`src/rtl/riscv_multicycle_ctrl.sv`:
```
// Multi-cycle control sequencer for the single-issue RISC-V core: fetch/LSU handshakes,
// instruction latch, PC/RF write pulses, halt detection and retired-instruction count.
module riscv_multicycle_ctrl #(
   parameter int TIMEOUT   = 255,
   parameter int CNT_WIDTH = 32
) (
   input  logic                 clk,
   input  logic                 rst,
   output logic                 ifu_req_valid,
   input  logic                 ifu_req_ready,
   input  logic                 ifu_resp_valid,
   input  logic [31:0]          ifu_inst,
   output logic [31:0]          inst,
   input  logic                 dec_mem_rd,
   input  logic                 dec_mem_wr,
   input  logic                 dec_rf_wen,
   input  logic                 dec_ebreak,
   input  logic                 dec_illegal,
   output logic                 lsu_req_valid,
   input  logic                 lsu_req_ready,
   input  logic                 lsu_resp_valid,
   output logic                 rf_wen,
   output logic                 pc_wen,
   output logic                 halt,
   output logic [1:0]           halt_code,
   output logic [CNT_WIDTH-1:0] instret,
   output logic [2:0]           state
);

   typedef enum logic [2:0] {
      FETCH = 3'd0,
      IWAIT = 3'd1,
      EXEC  = 3'd2,
      MEM   = 3'd3,
      MWAIT = 3'd4,
      WB    = 3'd5,
      HALT  = 3'd6
   } state_t;

   localparam logic [15:0]          WLAST = 16'(TIMEOUT - 1);
   localparam logic [CNT_WIDTH-1:0] ONE   = {{(CNT_WIDTH-1){1'b0}}, 1'b1};

   state_t      st;
   logic [15:0] wcnt;
   logic        in_wait, hs, expired;

   // Wait states and the handshake that lets each one advance.
   always_comb begin
      in_wait = 1'b0;
      hs      = 1'b0;
      case (st)
         FETCH:   begin in_wait = 1'b1; hs = ifu_req_ready;  end
         IWAIT:   begin in_wait = 1'b1; hs = ifu_resp_valid; end
         MEM:     begin in_wait = 1'b1; hs = lsu_req_ready;  end
         MWAIT:   begin in_wait = 1'b1; hs = lsu_resp_valid; end
         default: ;
      endcase
   end

   // A handshake in the last allowed cycle still wins over the timeout.
   assign expired = in_wait && !hs && (wcnt == WLAST);

   always_ff @(posedge clk or negedge rst) begin
      if (!rst) begin
         st        <= FETCH;
         inst      <= '0;
         instret   <= '0;
         halt_code <= 2'b00;
         wcnt      <= '0;
      end else begin
         case (st)
            FETCH: if (ifu_req_ready) st <= IWAIT;
            IWAIT: if (ifu_resp_valid) begin
               inst <= ifu_inst;
               st   <= EXEC;
            end
            EXEC: begin
               if (dec_illegal || (dec_mem_rd && dec_mem_wr)) begin
                  st        <= HALT;
                  halt_code <= 2'b10;
               end else if (dec_ebreak) begin
                  st        <= HALT;
                  halt_code <= 2'b01;
               end else if (dec_mem_rd || dec_mem_wr) begin
                  st <= MEM;
               end else begin
                  st <= WB;
               end
            end
            MEM:   if (lsu_req_ready)  st <= MWAIT;
            MWAIT: if (lsu_resp_valid) st <= WB;
            WB: begin
               instret <= instret + ONE;
               st      <= FETCH;
            end
            HALT:    ;
            default: st <= FETCH;
         endcase
         if (expired) begin
            st        <= HALT;
            halt_code <= 2'b11;
         end
         wcnt <= (in_wait && !hs && !expired) ? wcnt + 16'd1 : 16'd0;
      end
   end

   // The fetch request is masked while reset is held so every request reads 0 in reset.
   assign ifu_req_valid = (st == FETCH) && rst;
   assign lsu_req_valid = (st == MEM);
   assign pc_wen        = (st == WB);
   assign rf_wen        = (st == WB) && dec_rf_wen;
   assign halt          = (st == HALT);
   assign state         = st;

endmodule

```
`config.mk`:
```
export PLATFORM = sky130hd
export DESIGN_NAME = riscv_multicycle_ctrl
export DESIGN_NICKNAME = d
export VERILOG_FILES = /design/src/rtl/riscv_multicycle_ctrl.sv
export SDC_FILE = /design/constraint.sdc
export NUM_CORES = 1
export LEC_CHECK = 0
export BUFFER_PORTS_ARGS = -buffer_cell sky130_fd_sc_hd__buf_2
export CAP_MARGIN = 20
export CELL_PAD_IN_SITES_DETAIL_PLACEMENT = 0
export CELL_PAD_IN_SITES_GLOBAL_PLACEMENT = 1
export CORE_MARGIN = 4
export CORE_UTILIZATION = 40
export CTS_CLUSTER_DIAMETER = 40
export DETAILED_ROUTE_END_ITERATION = 16
export PLACE_DENSITY_LB_ADDON = 0.15
export SYNTH_ARGS = -nofsm -noshare
export SYNTH_HDL_FRONTEND = slang
export SYNTH_SLANG_ARGS = --single-unit
```
`constraint.sdc`:
```
create_clock -name clk -period 2.25 [get_ports clk]
set_input_delay 0.45 -clock clk [delete_from_list [all_inputs] [get_ports clk]]
set_output_delay 0.45 -clock clk [all_outputs]
set_load 0.01 [all_outputs]
```
==> results of run 1 <==
-- sequential cells by signal, summed over array words and instances, names as in the netlist --
name and count:
halt_code 2, inst 32, instret 32, state 3, wcnt 16
-- final timing paths --
check                             startpoint  cells past startpoint          end
max in group asynchronous                rst                      2     state[1]
worst min-delay path                     rst                      2     inst[10]
min in group clk                ifu_inst[18]                      2     inst[18]
worst min register to register   instret[31]                      1  instret[31]
worst max-delay path                state[0]                      4       rf_wen
worst max register to register       wcnt[9]                      4     wcnt[10]
-- where the power goes --
group | internal (W) | switching, W | total, W | leakage (nW)
sequential | 0.00191 | 0.000213 | 0.00213 | 1.10
combinational | 0.000797 | 0.000865 | 0.00166 | 1.11
clock | 0.000626 | 0.000545 | 0.00117 | 0.107
total | 0.00334 | 0.00162 | 0.00496 | 2.32
-- per-stage QoR --
step	hold slack [ns]	setup WS, ns
6_report	0.154	0.211
5_1_grt	0.190	0.0735
3_5_place_dp	0.457	0.325
3_3_place_gp	0.453	0.349
4_1_cts	0.188	0.167
2_1_floorplan	0.154	0.390
-- Yosys cell counts (all sizes together), types with 5 or more instances --
cell	number	area, um2
xnor2	29	254
nor4	11	93.8
nand2	23	86.3
dfrtp	85	2130
nand4	13	81.3
nor2	24	90.1
and3	6	37.5
and2	5	31.3
nand3	17	85.1
and4	5	43.8
xor2	17	149
mux2	32	360
inv	7	26.3
buf	8	42.5
nor3	12	60.1
-- kinds of logic after synthesis --
kind of cell	Yosys count
compound gates	13
xor+xnor	46
fa+ha+maj	3
buf+inv	18
flops	85
mux	32
simple gates	128
-- critical path, delay by kind of cell, from the launching register on --
kind          cells  cell delay [ns]
flops             1             0.39
buf+inv           2             0.44
simple gates      2             0.42
-- area by class of cell --
| type | instances | area [um2] | share of cell area |
|---|---|---|---|
| Inverter | 8 | 30.0 | 0.00619 |
| Clock buffer | 10 | 128 | 0.0263 |
| Sequential cell | 85 | 2130 | 0.439 |
| Tap cell | 129 | 161 | 0.0333 |
| Timing Repair Buffer | 123 | 661 | 0.136 |
| Multi-Input combinational cell | 222 | 1660 | 0.341 |
| Clock inverter | 5 | 86.3 | 0.0178 |
-- routing by layer --
metal | wire length [um] | GRT usage | vias to the layer above
li1 | - | - | 1392
met4 | 90 | 0.0389 | 0
met5 | 0 | 0 | -
met3 | 460 | 0.0455 | 9
met1 | 3760 | 0.202 | 1391
met2 | 3960 | 0.260 | 57
==> impl_metrics.tcl, run 1 <==
set metrics [dict create \
    status "complete, no violations" \
    vias 2849 \
    power.density_mw_per_mm2 1020 \
    synth_cell_types 40 \
    finalSetupTns_ns 0 \
    cp-start-kind "flop" \
    end_kind "output port" \
    yosysWarnings 0 \
    ys.flop_type "dfrtp_1" \
    drt-initial-drc-count 71 \
    drcViolationCount 0 \
    hpwlAfterDp_um 6100 \
    final_core_util 0.522 \
    grt_pass1_vias 2849 \
    synthSimpleGateAreaFrac 0.185 \
    placed_cells 567 \
    synth_compound_area_frac 0.0335 \
    ir_drop_mv 0.500 \
    crit_type "reg -> out" \
    cts_htree_levels 3 \
    die_h_um 106 \
    synth_seq_cells 85 \
    ys_seq_area_frac 0.553 \
    drv_cap 0 \
    final_cell_mix "115 x buf_2, 85 x dfrtp_1, 32 x mux2_2, 29 x xnor2_1, 24 x nor2_1" \
    initial_core_util 0.414 \
    finalClockSkew_ns 0.0146 \
    clock.fmax_ghz 0.491 \
    cts_root_buffer "clkbuf_8" \
    fin_nets 495 \
    synthXorXnorAreaFrac 0.105 \
    antenna_found_initial 0 \
    total_leakage_power_nw 2.32 \
    placed_area_mm2 0.00463 \
    stdcell_area_mm2 0.00485 \
    via_per_inst 4.90 \
    crit_arrival_ns 1.59 \
    drive_above_1_share 0.400 \
    grt.total_usage 0.157 \
    wl_um 8270 \
    cpMaxStageDelayCell "dfrtp_1" \
    cts_tree "done" \
    first_pass_iters 4 \
    synth.net_count 371 \
    grt_pass1_wl_um 14200 \
    core_mm2 0.00928 \
    io_pins 117 \
    synth-async-reset-ratio 1.00 \
    rsz0062_at_grt "false" \
    instances_no_fill 582 \
    grt_overflow 0 \
    crit_chain "nand3b_2 > clkinv_1 > and2_1 > buf_2" \
    slew_violations 0 \
    clkTransAtPathRegs_ns 0.09 \
    holdCritPathClass "in -> async" \
    fin_crit_sh 0.906 \
    cts_setup_buffers 0 \
    synth_top_family_by_area "simple AND/OR/NAND/NOR gates" \
    dieArea_mm2 0.0113 \
    crit_required_ns 1.80 \
    cts_inserted_buffers 9 \
    worst_pin_slew_ns 0.501 \
    regToRegSetupSlack_ns 0.32 \
    layout_commonest_cell "buf_2" \
    cts.repair.resized 0 \
    slew_headroom 0.666 \
    nFillCells 869 \
    die_x_um 106 \
    antenna_cells 0 \
    cts.sinks 85 \
    core.rowCount 35 \
    synth_fa_ha_area_frac 0.00976 \
    cts_hold_buf 0 \
    clk-insertion-delay-late_ns 0.35 \
    synthMuxAreaShare 0.0937 \
    netlist_area_mm2 0.00385 \
    syn_inst 325 \
    numPortBuffers 116 \
    grt_max_degree 86 \
    fin_total_pwr_w 0.00496 \
    cp_max_fo 10 \
    avgSynthCellArea_um2 11.8 \
    clock_path_buffers 2 \
    gp_congestion 0.765 \
    syn2layout_area_growth_pct 26.0 \
    period_needed_ns 2.04 \
    antenna_left 0 \
    setup_viol 0 \
    critPathMaxStageDelay_ns 0.39 \
    synth_edf_count 0 \
    hold_violations 0 \
    routedWlPerCell_um 14.2 \
]
Note: power is estimated with default switching activity, not from simulation.
==> run 2, diff against run 1 <==
- PLACE_DENSITY_LB_ADDON: 0.15 -> 0.1
==> run 2 against run 1 <==
  * Sequential share of layout area fell by 0.17 points
  * Wire length is 0.11% higher
  * Power increased by 1.1%
  * Design area grew 0.39%
  * Core utilization increased by 0.20 points
  * Worst hold slack improved by 0.019 ns
==> impl_metrics.tcl, run 2 (synthesis results as in run 1) <==
set metrics [dict create \
    post-place-ws_ns 0.326 \
    first_pass_iters 4 \
    slew_headroom 0.682 \
    p_sw_w 0.00164 \
    regToRegSetupSlack_ns 0.27 \
    die_h_um 106 \
    cts.sinks 85 \
    power.density_mw_per_mm2 1030 \
    grt_max_degree 86 \
    drcViolationCount 0 \
    cts.repair.resized 0 \
    core.rowCount 35 \
    critPathMaxStageDelay_ns 0.40 \
    cts_tree "done" \
    numPortBuffers 116 \
    clkTransAtPathRegs_ns 0.09 \
    slew_violations 0 \
    cts_setup_buffers 0 \
    drv_cap 0 \
    cts_root_buffer "clkbuf_8" \
    cpMaxStageDelayCell "dfrtp_1" \
    crit_arrival_ns 1.62 \
    grt.total_usage 0.156 \
    rsz0062_at_grt "false" \
    die_x_um 106 \
    cp-start-kind "flop" \
    crit_chain "nand3b_2 > clkinv_1 > and2_1 > buf_2" \
    clkPwrFrac 0.244 \
    via_per_inst 4.81 \
    drive_above_1_share 0.403 \
    final_cell_mix "115 x buf_2, 85 x dfrtp_1, 32 x mux2_2, 29 x xnor2_1, 24 x nor2_1" \
    gp_congestion 0.725 \
    cp_max_fo 10 \
    hpwlAfterDp_um 6030 \
    grt_pass1_wl_um 14200 \
    cts_hold_buf 0 \
    vias 2803 \
    period_needed_ns 2.07 \
    finalClockSkew_ns 0.0149 \
    p_int_w 0.00338 \
    worst_pin_slew_ns 0.476 \
    seq_area_mm2 0.00213 \
    cts_htree_levels 3 \
    cts_inserted_buffers 9 \
    dieArea_mm2 0.0113 \
    antenna_cells 0 \
    antenna_left 0 \
    grt_overflow 0 \
    p_sw_frac 0.327 \
    status "complete, no violations" \
    layout_commonest_cell "buf_2" \
    fin_ws_ns 0.177 \
    multi_input_area_mm2 0.00166 \
    nFillCells 884 \
    finalSetupTns_ns 0 \
    wl_um 8280 \
    ir_drop_mv 0.459 \
    fin_nets 495 \
    antenna_found_initial 1 \
    holdCritPathClass "in -> async" \
    top_regs "inst (32), instret (32), wcnt (16)" \
    total_leakage_power_nw 2.33 \
    stdcell_area_mm2 0.00487 \
    core_mm2 0.00928 \
    syn2layout_area_growth_pct 26.5 \
    grt_pass1_vias 2844 \
    seqPwrFrac 0.426 \
    clk-insertion-delay-late_ns 0.35 \
    drt-initial-drc-count 84 \
    clock_path_buffers 2 \
    crit_required_ns 1.80 \
    r2r-start "wcnt[9]" \
    p_comb_frac 0.330 \
    cp-startpoint "state[0]" \
    setup_viol 0 \
    clock.fmax_ghz 0.482 \
    fin_crit_sh 0.921 \
    io_pins 117 \
    hold_violations 0 \
    crit_type "reg -> out" \
    end_kind "output port" \
    placed_area_mm2 0.00463 \
    routedWlPerCell_um 14.2 \
    initial_core_util 0.414 \
]
run 2: cell types whose count changed in the layout (fill, tap and decap cells not counted), sizes merged:
cell,change
inv,+1
clkinvlp,+2
clkinv,-2
run 2: through the flow:
step / total power, W / std cells / util / hold slack [ns]
4_1_cts: 0.00511 / 583 / 0.524 / 0.180
2_1_floorplan: 0.00316 / 325 / - / 0.154
5_1_grt: 0.00536 / 583 / 0.524 / 0.182
3_3_place_gp: 0.00383 / 567 / 0.499 / 0.452
3_5_place_dp: 0.00386 / 567 / 0.499 / 0.458
6_report: 0.00501 / 583 / 0.524 / 0.174
run 2: final cells by class:
cell class                 instances  share of cell area
tap                              129              0.0332
timing repair buffer             123               0.136
clock buffer                      10              0.0283
sequential                        85               0.437
clock inverter                     6              0.0195
multi-input combinational        222               0.340
inverter                           8             0.00617
run 2: final timing paths:
kind	endpoint	cells past startpoint
setup / recovery	rf_wen	4
hold reg to reg	instret[31]	1
max in group asynchronous	wcnt[5]	2
min in group clk	inst[21]	2
hold / removal	inst[4]	2
setup reg to reg	state[0]	4
run 2: critical path: cells and delay by family, from the launching register on:
| family | cells | cell delay [ns] |
|---|---|---|
| buffers and inverters | 2 | 0.44 |
| flip-flops | 1 | 0.40 |
| AND/OR/NAND/NOR | 2 | 0.44 |
run 2: power groups by stage:
stage / clock network [W] / registers [W] / logic [W]
2_1_floorplan: 0 / 0.00234 / 0.000819
3_3_place_gp: 0 / 0.00215 / 0.00168
3_5_place_dp: 0 / 0.00217 / 0.00169
4_1_cts: 0.00127 / 0.00214 / 0.00170
5_1_grt: 0.00134 / 0.00219 / 0.00182
6_report: 0.00122 / 0.00214 / 0.00165
run 2: metal layers:
layer | track usage | vias to the layer above | wire [um]
met5 | 0 | - | 0
li1 | - | 1384 | -
met2 | 0.260 | 62 | 4030
met3 | 0.0480 | 5 | 478
met4 | 0.0333 | 0 | 55
met1 | 0.203 | 1352 | 3720
